### src/rtl/branch_pkg.sv
// ---------------------------------------------------------------------------
// branch_pkg
// Shared types and helpers for the branch prediction / resolution slice.
//   - btb_entry_t : one direct-mapped BTB line {valid, tag, target, ctr}
//   - CTR_*       : 2-bit direction counter encodings
//   - pc_index / pc_tag : slice a PC into BTB index and tag fields
// No ports (package).
// ---------------------------------------------------------------------------
package branch_pkg;

  // Default geometry; the top module's parameters default to these so the
  // stored tag/target fields line up with the slices taken from the PC.
  localparam int BP_PC_W  = 9;
  localparam int BP_IDX_W = 4;
  localparam int BP_TAG_W = BP_PC_W - BP_IDX_W - 2;

  // Direction counter states: strongly/weakly not-taken, weakly/strongly taken.
  localparam logic [1:0] CTR_SNT = 2'd0;
  localparam logic [1:0] CTR_WNT = 2'd1;
  localparam logic [1:0] CTR_WT  = 2'd2;
  localparam logic [1:0] CTR_ST  = 2'd3;

  typedef struct packed {
    logic                valid;
    logic [BP_TAG_W-1:0] tag;
    logic [BP_PC_W-1:0]  target;
    logic [1:0]          ctr;
  } btb_entry_t;

  // Index field is PC[idx_w+1:2]; instructions are word aligned so the two
  // low bits carry no information.
  function automatic logic [31:0] pc_index(input logic [31:0] pc, input int idx_w);
    return (pc >> 2) & ((32'd1 << idx_w) - 32'd1);
  endfunction

  // Tag field is everything above the index: PC[pc_w-1:idx_w+2].
  function automatic logic [31:0] pc_tag(input logic [31:0] pc, input int pc_w,
                                         input int idx_w);
    return (pc >> (idx_w + 2)) & ((32'd1 << (pc_w - idx_w - 2)) - 32'd1);
  endfunction

endpackage

### src/rtl/branch_predict_unit_sat_counter.sv
// ---------------------------------------------------------------------------
// sat_counter
// Combinational next-state for a 2-bit saturating direction counter.
// Ports:
//   i_ctr  [1:0] current counter value
//   i_up         1 = branch taken (count up), 0 = not taken (count down)
//   o_next [1:0] next counter value, clamped to CTR_SNT..CTR_ST
// ---------------------------------------------------------------------------
module sat_counter
  import branch_pkg::*;
(
  input  logic [1:0] i_ctr,
  input  logic       i_up,
  output logic [1:0] o_next
);

  // Count toward the resolved direction but hold at either end so a single
  // outlier never flips a strongly biased branch.
  always_comb begin
    o_next = i_ctr;
    if (i_up) begin
      if (i_ctr != CTR_ST) begin
        o_next = i_ctr + 2'd1;
      end
    end else begin
      if (i_ctr != CTR_SNT) begin
        o_next = i_ctr - 2'd1;
      end
    end
  end

endmodule

### src/rtl/branch_predict_unit.sv
// ---------------------------------------------------------------------------
// branch_predict_unit
// Execute-stage branch resolution plus a direct-mapped BTB with 2-bit
// direction counters, misprediction redirect and saturating perf counters.
// Ports:
//   clk, reset        clock, asynchronous active-high reset
//   IF_PC             fetch PC looked up in the BTB
//   Pred_Taken        fetch prediction (hit and counter upper bit set)
//   Pred_Target       predicted target, zero-extended; 0 on miss
//   Ex_Valid          EX stage holds a real instruction
//   Cur_PC, Imm       EX PC and immediate
//   Branch/Jump/Jalr  control-flow kind of the EX instruction
//   AluResult         bit 0 = branch condition; full value = JALR target
//   Ex_Pred_Taken/Ex_Pred_Target  prediction carried down from fetch
//   PC_Imm, PC_Four   resolved taken target and fall-through PC
//   Mispredict        fetch must be redirected to Redirect_PC
//   Br_Cnt, Miss_Cnt  saturating counts of resolved branches / mispredicts
// PC_W must exceed IDX_W+2 so that the tag field is at least one bit wide.
// ---------------------------------------------------------------------------
module branch_predict_unit
  import branch_pkg::*;
#(
  parameter int PC_W  = BP_PC_W,
  parameter int IDX_W = BP_IDX_W,
  parameter int CNT_W = 16
) (
  input  logic             clk,
  input  logic             reset,
  input  logic [PC_W-1:0]  IF_PC,
  output logic             Pred_Taken,
  output logic [31:0]      Pred_Target,
  input  logic             Ex_Valid,
  input  logic [PC_W-1:0]  Cur_PC,
  input  logic [31:0]      Imm,
  input  logic             Branch,
  input  logic             Jump,
  input  logic             Jalr,
  input  logic [31:0]      AluResult,
  input  logic             Ex_Pred_Taken,
  input  logic [31:0]      Ex_Pred_Target,
  output logic [31:0]      PC_Imm,
  output logic [31:0]      PC_Four,
  output logic             Mispredict,
  output logic [31:0]      Redirect_PC,
  output logic [CNT_W-1:0] Br_Cnt,
  output logic [CNT_W-1:0] Miss_Cnt
);

  localparam int TAG_W   = PC_W - IDX_W - 2;
  localparam int ENTRIES = 1 << IDX_W;

  btb_entry_t       r_table [ENTRIES];
  logic [CNT_W-1:0] r_brCnt;
  logic [CNT_W-1:0] r_missCnt;

  logic [IDX_W-1:0] w_ifIdx;
  logic [TAG_W-1:0] w_ifTag;
  logic             w_ifHit;
  logic [IDX_W-1:0] w_exIdx;
  logic [TAG_W-1:0] w_exTag;
  logic             w_exHit;
  logic [31:0]      w_pcFull;
  logic [31:0]      w_pcImm;
  logic             w_taken;
  logic             w_ctl;
  logic             w_mispredict;
  logic [1:0]       w_ctrNext;

  // Fetch lookup is a plain asynchronous read of the table, so an update
  // landing on the same index this cycle is only visible after the edge.
  assign w_ifIdx = IDX_W'(pc_index(32'(IF_PC), IDX_W));
  assign w_ifTag = TAG_W'(pc_tag(32'(IF_PC), PC_W, IDX_W));
  assign w_ifHit = r_table[w_ifIdx].valid && (r_table[w_ifIdx].tag == w_ifTag);

  assign Pred_Taken  = w_ifHit && r_table[w_ifIdx].ctr[1];
  assign Pred_Target = w_ifHit ? 32'(r_table[w_ifIdx].target) : 32'd0;

  // Resolution: all 32-bit arithmetic on the zero-extended PC, wrapping.
  assign w_pcFull = 32'(Cur_PC);
  assign w_pcImm  = Jalr ? AluResult : (w_pcFull + Imm);
  assign PC_Imm   = w_pcImm;
  assign PC_Four  = w_pcFull + 32'd4;
  assign w_taken  = (Branch && AluResult[0]) || Jump;
  assign w_ctl    = Ex_Valid && (Branch || Jump);

  // A wrong direction is always a redirect; a wrong target only matters when
  // the instruction actually leaves the fall-through path.
  assign w_mispredict = w_ctl && ((w_taken != Ex_Pred_Taken) ||
                                  (w_taken && (w_pcImm != Ex_Pred_Target)));
  assign Mispredict   = w_mispredict;
  assign Redirect_PC  = w_taken ? w_pcImm : PC_Four;

  // The EX instruction trains the entry selected by its own PC.
  assign w_exIdx = IDX_W'(pc_index(32'(Cur_PC), IDX_W));
  assign w_exTag = TAG_W'(pc_tag(32'(Cur_PC), PC_W, IDX_W));
  assign w_exHit = r_table[w_exIdx].valid && (r_table[w_exIdx].tag == w_exTag);

  sat_counter u_satCounter (
    .i_ctr  (r_table[w_exIdx].ctr),
    .i_up   (w_taken),
    .o_next (w_ctrNext)
  );

  // Table training. Jumps are unconditional, so they pin the counter to
  // strongly taken. A not-taken branch that misses is not worth a line:
  // fetch already falls through on a miss.
  always_ff @(posedge clk or posedge reset) begin
    if (reset) begin
      for (int i = 0; i < ENTRIES; i++) begin
        r_table[i] <= '{valid: 1'b0, tag: '0, target: '0, ctr: CTR_WNT};
      end
    end else if (w_ctl) begin
      if (w_exHit) begin
        if (Jump) begin
          r_table[w_exIdx].ctr    <= CTR_ST;
          r_table[w_exIdx].target <= w_pcImm[PC_W-1:0];
        end else begin
          r_table[w_exIdx].ctr <= w_ctrNext;
          if (w_taken) begin
            r_table[w_exIdx].target <= w_pcImm[PC_W-1:0];
          end
        end
      end else if (w_taken) begin
        r_table[w_exIdx] <= '{valid:  1'b1,
                              tag:    w_exTag,
                              target: w_pcImm[PC_W-1:0],
                              ctr:    (Jump ? CTR_ST : CTR_WT)};
      end
    end
  end

  // Performance counters stick at all-ones instead of wrapping so a long
  // run never reports a misleadingly small value.
  always_ff @(posedge clk or posedge reset) begin
    if (reset) begin
      r_brCnt   <= '0;
      r_missCnt <= '0;
    end else begin
      if (w_ctl && (r_brCnt != '1)) begin
        r_brCnt <= r_brCnt + CNT_W'(1);
      end
      if (w_mispredict && (r_missCnt != '1)) begin
        r_missCnt <= r_missCnt + CNT_W'(1);
      end
    end
  end

  assign Br_Cnt   = r_brCnt;
  assign Miss_Cnt = r_missCnt;

endmodule

### config.mk
export PLATFORM = sky130hd
export DESIGN_NAME = branch_predict_unit
export DESIGN_NICKNAME = d
export VERILOG_FILES = /design/src/rtl/branch_pkg.sv /design/src/rtl/branch_predict_unit_sat_counter.sv /design/src/rtl/branch_predict_unit.sv
export SDC_FILE = /design/constraint.sdc
export NUM_CORES = 1
export LEC_CHECK = 0
export CAP_MARGIN = 0
export CORE_UTILIZATION = 40
export CTS_CLUSTER_SIZE = 10
export DETAILED_ROUTE_END_ITERATION = 10
export PLACE_DENSITY_LB_ADDON = 0.25
export SYNTH_ARGS = -nofsm -noshare
export SYNTH_HDL_FRONTEND = slang
export SYNTH_SLANG_ARGS = --single-unit
### constraint.sdc
create_clock -name clk -period 8.7 [get_ports clk]
set_input_delay 1.305 -clock clk [delete_from_list [all_inputs] [get_ports clk]]
set_output_delay 1.305 -clock clk [all_outputs]
set_load 0.02 [all_outputs]
-- Word level (Yosys, flattened, before mapping)
Cells that the tools add are included.
- word-level logic and storage cells: 128
- register bits after elaboration: 272
- bits of input ports: 121
- output and inout port bits: 162
- add/sub/neg operators: 6
- equality and inequality tests: 7
- magnitude comparators: 3
- reduce and logical (&&, ||, !) cells: 16
- bitwise gates (word level): 2
- muxes and demuxes: 28
- operator list (operator ; number):
    bitwise mux 240 bit ; 5
    2-to-1 mux 240 bit ; 4
    demux 15 bit (select 4 bit) ; 3
    binary-select mux 15 bit (select 4 bit) ; 2
    2-to-1 mux 15 bit ; 5
    2-to-1 mux 32 bit ; 2
    adder 16 x 1 -> 16 bit (second input constant) ; 2
    adder 9 x 32 -> 32 bit ; 1
    inequality test 16 bit (second input constant) ; 2
    inequality test 32 bit ; 1
    2-to-1 mux 11 bit ; 1
    adder 9 x 3 -> 10 bit (second input constant) ; 1
    greater-or-equal comparator 5 bit (second input constant) ; 2
    logical AND 1 bit ; 10
    NOT 4 -> 5 bit ; 2
    2-to-1 mux 9 bit ; 1
    2-to-1 mux 2 bit ; 4
    == test 3 bit ; 2
    < comparator 5 x 1 -> 1 bit (second input constant) ; 1
    nonzero test 2 bit ; 2
    logical OR 1 bit ; 3
    adder 2 x 1 -> 2 bit (second input constant) ; 1
    inequality test 2 bit (second input constant) ; 1
    AND reduction 2 bit ; 1
    3 further kinds ; 3

-- Longest topological paths before layout
- depth after elaboration: 12
- depth in mapped cells: 15

-- Modules after synthesis
Synthesis repeated with hierarchy kept, for this count alone.
- cells, all modules: 1516
- area, all modules: 16155.5 um2
- by module, submodules not included (module ; instances ; cells each ; area an instance (um2)):
    branch_predict_unit ; 1 ; 1513 ; 16129.2
    sat_counter ; 1 ; 3 ; 26.3

-- Worst setup path after synthesis
No wires, ideal clock.
- path type: in2out
- from: input port Cur_PC[4]
- to: output port Mispredict
- arrival: 4.286 ns
- buffers on the path: 2
- setup slack: 3.109 ns
- cell stages on the path: 12
- cell sequence: ha_1 > and2_4 > a221oi_2 > a21o_1 > buf_2 > a21oi_1 > o211ai_1 > xor2_1 > or3_1 > nor4_4 > buf_6 > nor2_1
- word-level cells in the longest chain between the ends: 6
- ends and longest elaborated chain (what ; line ; text):
    start, declared ; branch_predict_unit.sv:33 ; input logic [PC_W-1:0] Cur_PC,
    adder 9 x 32 -> 32 bit ; branch_predict_unit.sv:80 ; assign w_pcImm = Jalr ? AluResult : (w_pcFull + Imm);
    2-to-1 mux 32 bit ; branch_predict_unit.sv:80 ;
    net PC_Imm[15] ; branch_predict_unit.sv:41 ; output logic [31:0] PC_Imm,
    inequality test 32 bit ; branch_predict_unit.sv:89 ; (w_taken && (w_pcImm != Ex_Pred_Target)));
    logical AND 1 bit ; branch_predict_unit.sv:89 ;
    logical OR 1 bit ; branch_predict_unit.sv:88 ; assign w_mispredict = w_ctl && ((w_taken != Ex_Pred_Taken) ||
    logical AND 1 bit ; branch_predict_unit.sv:88 ;
    end, declared ; branch_predict_unit.sv:43 ; output logic Mispredict,
The timed path passes the listed nets, and every way through them passes these cells.

-- Final worst setup path
- from: input port Cur_PC[4]
- to: output port Mispredict
- word-level cells in the longest chain between the ends: 6
- ends and longest elaborated chain (what ; line):
    adder 9 x 32 -> 32 bit ; branch_predict_unit.sv:80
    2-to-1 mux 32 bit ; branch_predict_unit.sv:80
    inequality test 32 bit ; branch_predict_unit.sv:89
    logical AND 1 bit ; branch_predict_unit.sv:89
    logical OR 1 bit ; branch_predict_unit.sv:88
    logical AND 1 bit ; branch_predict_unit.sv:88
Every way passes these cells.

==> impl_metrics.tcl <==
set metrics [dict create \
    rrSetupSlack_ns 4.49 \
    antenna_found_initial 0 \
    nFillCells 3652 \
    cp-start-kind "input pin" \
    status "complete, no violations" \
    ant_nets 0 \
    syn-instance-count 1549 \
    maxCapViolCount 0 \
    wirelength_um 46100 \
    clock.fmax_ghz 0.143 \
    use_met3_pct 3.47 \
    crit_type "in -> out" \
    drc 0 \
    vias_per_cell 5.53 \
    cts.reportedPaths.clkPinSlew_ns 0.05 \
    gp_congestion 0.897 \
    ys_seq_area_share_pct 41.5 \
    crit_buf_inv 3 \
    die_area_um2 41900 \
    root_buffer "clkbuf_16" \
    p_leak_nw 8.25 \
    crit_start "Cur_PC[4]" \
    slowest_delay_ns 0.56 \
    synthDistinctLibCells 81 \
    crit_path_top_delay_cell "clkdlybuf4s50_1" \
    top_usage_layer "met2" \
    htreeDepth 2 \
    wl_per_cell_um 20.2 \
    grt_pass1_vias 12600 \
    rsz0062_at_grt "no" \
    die_w_um 205 \
    port_buffers 235 \
    tightestPinTransition_ns 1.17 \
    final_common_cell "dfrtp_1" \
    min_path_type "reg -> reg" \
    nets 1881 \
    synth_edf_count 0 \
    cp-end-kind "output port" \
    initial_core_util_pct 41.0 \
    r2r-start "r_table[26]" \
    regArea_um2 6830 \
    ir_worst_vdd_mv 0.108 \
    layout-drive-gt1-share_pct 17.7 \
    overflow 0 \
    synthFlopType "dfrtp_1" \
    track_usage_pct 22.0 \
    core-area_um2 40100 \
    cts_hold_buf 0 \
    vias 12600 \
    fin_tns_setup_ns 0 \
    met1_usage_pct 31.3 \
    multiInputGateArea_um2 8890 \
    drt_first_pass_iters 5 \
    cts_setup_buffers 0 \
    synth.ff_latch_count 272 \
    rows 73 \
    required_ns 7.39 \
    netlist_area_um2 16400 \
    power.density_nw_per_um2 209 \
    diodes 0 \
    cp_common_cell "clkdlybuf4s50_1" \
    final.min_clock_period_ns 6.99 \
    path_cells "clkdlybuf4s50_1 -> buf_4 -> ha_1 -> and2_4 -> a221oi_2 -> a21o_1 -> a21boi_0 -> o31ai_1 -> xnor2_1 -> nand4_1 -> nor4_4 -> nor2_1 -> clkdlybuf4s50_1" \
    dp_cells 2232 \
    relSlewSlack_pct 21.7 \
    drv_slew 0 \
    setup_viol 0 \
    timing.final.crit_share_pct 80.3 \
    tritoncts "done" \
    area_growth_pct 21.6 \
    die_h_um 205 \
    drtIter0Drc 969 \
    cp_data_arrival_time_ns 5.68 \
    synth_warnings 0 \
    finalClockSkew_ns 0.0188 \
    fin_util_pct 49.9 \
    clockBufferDepth 3 \
    io_pins 283 \
    crit_fanout 14 \
    final_cells 2284 \
    met2_usage_pct 35.2 \
    crit_family "compound AO/OA/AOI/OAI gates" \
    clk_latency_ns 0.52 \
    avgSynthCellArea_um2 10.6 \
    min_from "r_table[142]" \
    cts.sinks 272 \
    grt_pass1_wl_um 71400 \
    async_flop_share_pct 100 \
    cts_resized 0 \
    grt_max_degree 193 \
    cts_buffers 34 \
    hold_viol_final 0 \
    layout_common_cells "dfrtp_1, clkdlybuf4s50_1, nand2_1" \
    dp_hpwl_um 33400 \
]
state kept, by name (all words and copies together), names as in the netlist:
signal,flops
Br_Cnt,16
Miss_Cnt,16
r_table,240
metal layers:
layer  share of wire (%)  vias up  wire length (um)
li1                    -     5869                 -
met1                  45     6304             20700
met2                  48      409             21900
met3                 5.6       59              2590
met4                 2.0        0               906
met5                   0        -                 0
Yosys cell counts, types with 11 or more instances:
master / instances / share of area, %
buf_4: 49 / 2.2
mux2_1: 12 / 0.82
o21ai_1: 20 / 0.61
clkbuf_1: 59 / 1.3
and2_1: 21 / 0.80
dfrtp_1: 256 / 39
and3_1: 19 / 0.72
buf_2: 23 / 0.70
nand3_1: 34 / 1.0
dfstp_2: 16 / 2.6
or2_2: 12 / 0.46
mux4_2: 100 / 14
ha_1: 16 / 1.2
nor3_1: 21 / 0.64
nand3_2: 14 / 0.85
nand2b_1: 16 / 0.61
xnor2_1: 55 / 2.9
buf_1: 11 / 0.25
nand2_1: 221 / 5.0
nand4_1: 26 / 0.99
mux2_2: 77 / 5.3
a21oi_1: 38 / 1.2
nor2_1: 60 / 1.4
xor2_1: 43 / 2.3
nor2b_1: 18 / 0.68
o21ai_0: 144 / 4.4
inv_1: 28 / 0.64
worst min-delay path, stage by stage, from the launching register on:
cell,delay [ns]
dfrtp_1,0.33
nand2_1,0.04
o21ai_0,0.06
through the flow:
step	cell area, um^2	hold slack, ns	total power [mW]	setup slack, ns
2_1_floorplan	16600	0.445	2.51	3.11
3_3_place_gp	19000	0.457	2.88	1.70
3_5_place_dp	19000	0.465	2.92	1.66
4_1_cts	20000	0.477	4.21	1.66
5_1_grt	20000	0.496	4.39	1.50
6_report	20000	0.473	4.18	1.71
power by group:
group          total, mW  internal [mW]  switching, mW
Clock               1.27          0.746          0.526
Sequential          1.75           1.56          0.189
Combinational       1.15          0.591          0.562
logic make-up (layout without fill, tap and decap cells):
kind of cell / after synthesis / in the layout / synth area share [%]
AOI/OAI and AO/OA: 275 / 275 / 9.84
xor gates and xnor gates: 100 / 100 / 5.49
adders and majority gates: 18 / 18 / 1.40
buffers and inverters: 174 / 340 / 5.45
DFF: 272 / 272 / 41.5
muxes: 198 / 198 / 20.5
other: 1 / 45 / 0.0228
and+or+nand+nor: 511 / 511 / 15.8
cell type report:
type                    instances  share of cell area (%)
clock buffers                  47                    4.66
multi-input cells            1147                    44.5
flip-flops and latches        272                    34.1
repair buffers                260                    12.7
inverters                      28                   0.544
clock inverters                 5                   0.238
well taps                     525                    3.29
worst paths after layout:
path	endpoint	cells after the start
min reg2reg	r_table[142]	2
min in group asynchronous	Br_Cnt[6]	2
min	r_table[142]	2
max	Mispredict	13
max in group asynchronous	r_table[235]	4
max reg2reg	r_table[230]	10
Note: power is estimated with default switching activity, not from simulation.
==> RTL change, RTL diff (config.mk and constraints unchanged) <==
`BP_IDX_W`: 4 -> 3.
--- a/src/rtl/branch_pkg.sv
+++ b/src/rtl/branch_pkg.sv
@@ -11,7 +11,7 @@
   // Default geometry; the top module's parameters default to these so the
   // stored tag/target fields line up with the slices taken from the PC.
   localparam int BP_PC_W  = 9;
-  localparam int BP_IDX_W = 4;
+  localparam int BP_IDX_W = 3;
   localparam int BP_TAG_W = BP_PC_W - BP_IDX_W - 2;
 
   // Direction counter states: strongly/weakly not-taken, weakly/strongly taken.
Check against the original RTL: not settled (the Yosys comparison gave no result); the edit may change what the design does.
==> RTL change against the original RTL <==
Fmax decreased by 7.8%; design area decreased by 29%; worst hold slack improved by 0.0025 ns; wire length decreased by 23%; worst setup slack got worse by 0.59 ns; total power decreased by 37%; critical path depth unchanged; non-clock buffer count decreased by 11; sequential power decreased by 41%; area after synthesis decreased by 32%; final cell count decreased by 21%; clock power decreased by 40%; sequential cell count decreased by 112; first-iteration DRC count decreased by 17%.
==> RTL change: results (changes against the original RTL) <==
| Metric | Value |
|---|---|
| Status | `completed` |
| Met3 Use GR | `4.12% (+0.65 points)` |
| Launch point of the worst reg-to-reg path | `r_table[60]$_DFFE_PP0P_` |
| Worst Reg2Reg Path Length in Cells | `9 (-1)` |
| Vias in the first global route | `9842 (-22%)` |
| Synth async-reset ratio | `100% (unchanged)` |
| Met3 WL | `2080 um (-20%)` |
| First-pass GRT wire length | `55100 um (-23%)` |
| Arr. time, crit path | `6.27 ns (+0.59 ns)` |
| Vias/cell | `5.57 (+0.56%)` |
| Gp weighted congestion | `0.926 (+3.3%)` |
| Fraction of layout cells with a size suffix above 1 | `10.9% (-6.9 points)` |
| H-tree depth | `4 (+2)` |
| Register area share after synthesis | `36.0% (-5.5 points)` |
| Yosys warns | `0 (unchanged)` |
| Most area-consuming cells after synthesis | `dfrtp_1, mux4_2, o21ai_0, xnor2_1, nand2_1` |
| Commonest register cell after synthesis | `dfrtp_1` |
| Clock skew | `0.0155 ns (-0.00331 ns)` |
| Largest net degree at the start of global routing | `97 (-50%)` |
| Min-delay src | `r_table[100]$_DFFE_PP0P_` |
| Worst-case clock buffer depth | `2 (-1)` |
| Metal2 WL | `16900 um (-23%)` |
| M1 WL | `15700 um (-24%)` |
| TritonRoute pass-1 iters | `7 (+2)` |
| Least-Margin Pin Slew | `1.14 ns (-0.0344 ns)` |
| GRT Util Overall | `25.0% (+3.0 points)` |
| CP endpoint | `Mispredict` |
| DR iter-0 viols | `806 (-17%)` |
| Wire per inst | `19.6 um (-2.9%)` |
| Later-pin clock latency in the skew report | `0.44 ns (-0.08 ns)` |
| Post-DP Area | `0.0136 mm^2 (-28%)` |
| TritonCTS Buffers | `17 (-50%)` |
| Via Count | `10000 (-21%)` |
| Root Driver | `clkbuf_16` |
| Top reg by flops | `r_table` |
| Top layer in use | `met4` |
| R2R Setup Slk | `5.47 ns (+0.98 ns)` |
| Crit Reg-Reg Endpoint | `r_table[45]$_DFFE_PP0P_` |
| Placed Cells incl. Taps | `1768 (-21%)` |
| Crit path from | `Cur_PC[7]` |
| Initial antenna violation count | `2 (+2)` |
| # fillers | `2574 (-30%)` |
| Routing usage on met1 | `34.0% (+2.7 points)` |
| Max FFs per register | `128 (-47%)` |
| Cells after synthesis | `1219 (-21%)` |
| Commonest cells post-synth | `dfrtp_1, nand2_1, o21ai_0` |
| VDD IR max | `0.136 mV (+26%)` |
| Area growth syn-to-layout | `27.5%` |
| Met2 GRT Util | `41.0% (+5.8 points)` |
| Post-CTS setup buffer count | `0 (unchanged)` |
| Post-layout nets | `1550 (-18%)` |
| CP max FO | `16 (+2)` |
| Hpwl dp | `26100 um (-22%)` |
| Dpl ws | `1.23 ns (-0.432 ns)` |
| LEAKAGE | `5.72 nW (-31%)` |
-- RTL change: cell families after synthesis --
family,share of synthesized area [%]
muxes,13.3
DFF,36.0
buffers and inverters,6.56
AOI/OAI and AO/OA,13.7
other,0.0336
xor gates and xnor gates,9.13
adders and majority gates,1.73
and+or+nand+nor,19.5
-- RTL change: area by class of cell --
cell class / count / area share, %
Antenna cell: 2 / 0.0352
Clock buffer: 17 / 2.99
Clock inverter: 15 / 1.29
Inverter: 27 / 0.748
Multi-Input combinational cell: 960 / 46.2
Sequential cell: 160 / 28.2
Tap cell: 372 / 3.27
Timing Repair Buffer: 249 / 17.2
-- RTL change: how the worst min path moves through the flow --
stage / endpoint / slack (ns) / cells past startpoint
3_5_place_dp: r_table[100]$_DFFE_PP0P_ / 0.46 / 2
5_1_grt: r_table[24]$_DFFE_PP0P_ / 0.49 / 2
2_1_floorplan: r_table[100]$_DFFE_PP0P_ / 0.44 / 2
4_1_cts: r_table[100]$_DFFE_PP0P_ / 0.48 / 2
3_3_place_gp: r_table[106]$_DFFE_PP0P_ / 0.46 / 2
6_report: r_table[100]$_DFFE_PP0P_ / 0.48 / 2
-- RTL change: power by group --
| group | switching, mW | leakage, nW | internal (mW) |
|---|---|---|---|
| sequential | 0.120 | 1.97 | 0.919 |
| combinational | 0.438 | 3.46 | 0.412 |
| clock | 0.367 | 0.296 | 0.391 |
| total | 0.925 | 5.72 | 1.72 |
-- RTL change: critical path, stage by stage --
cell and delay, ns:
clkdlybuf4s50_1 0.67, ha_1 0.55, a211oi_1 0.33, o22ai_1 0.33, o21ai_1 0.61, a31oi_1 0.08
a2111oi_0 0.52, nand4_1 0.15, a2111oi_1 0.41, buf_4 0.21, nand4b_4 0.28, nor2b_1 0.25
clkdlybuf4s50_1 0.57
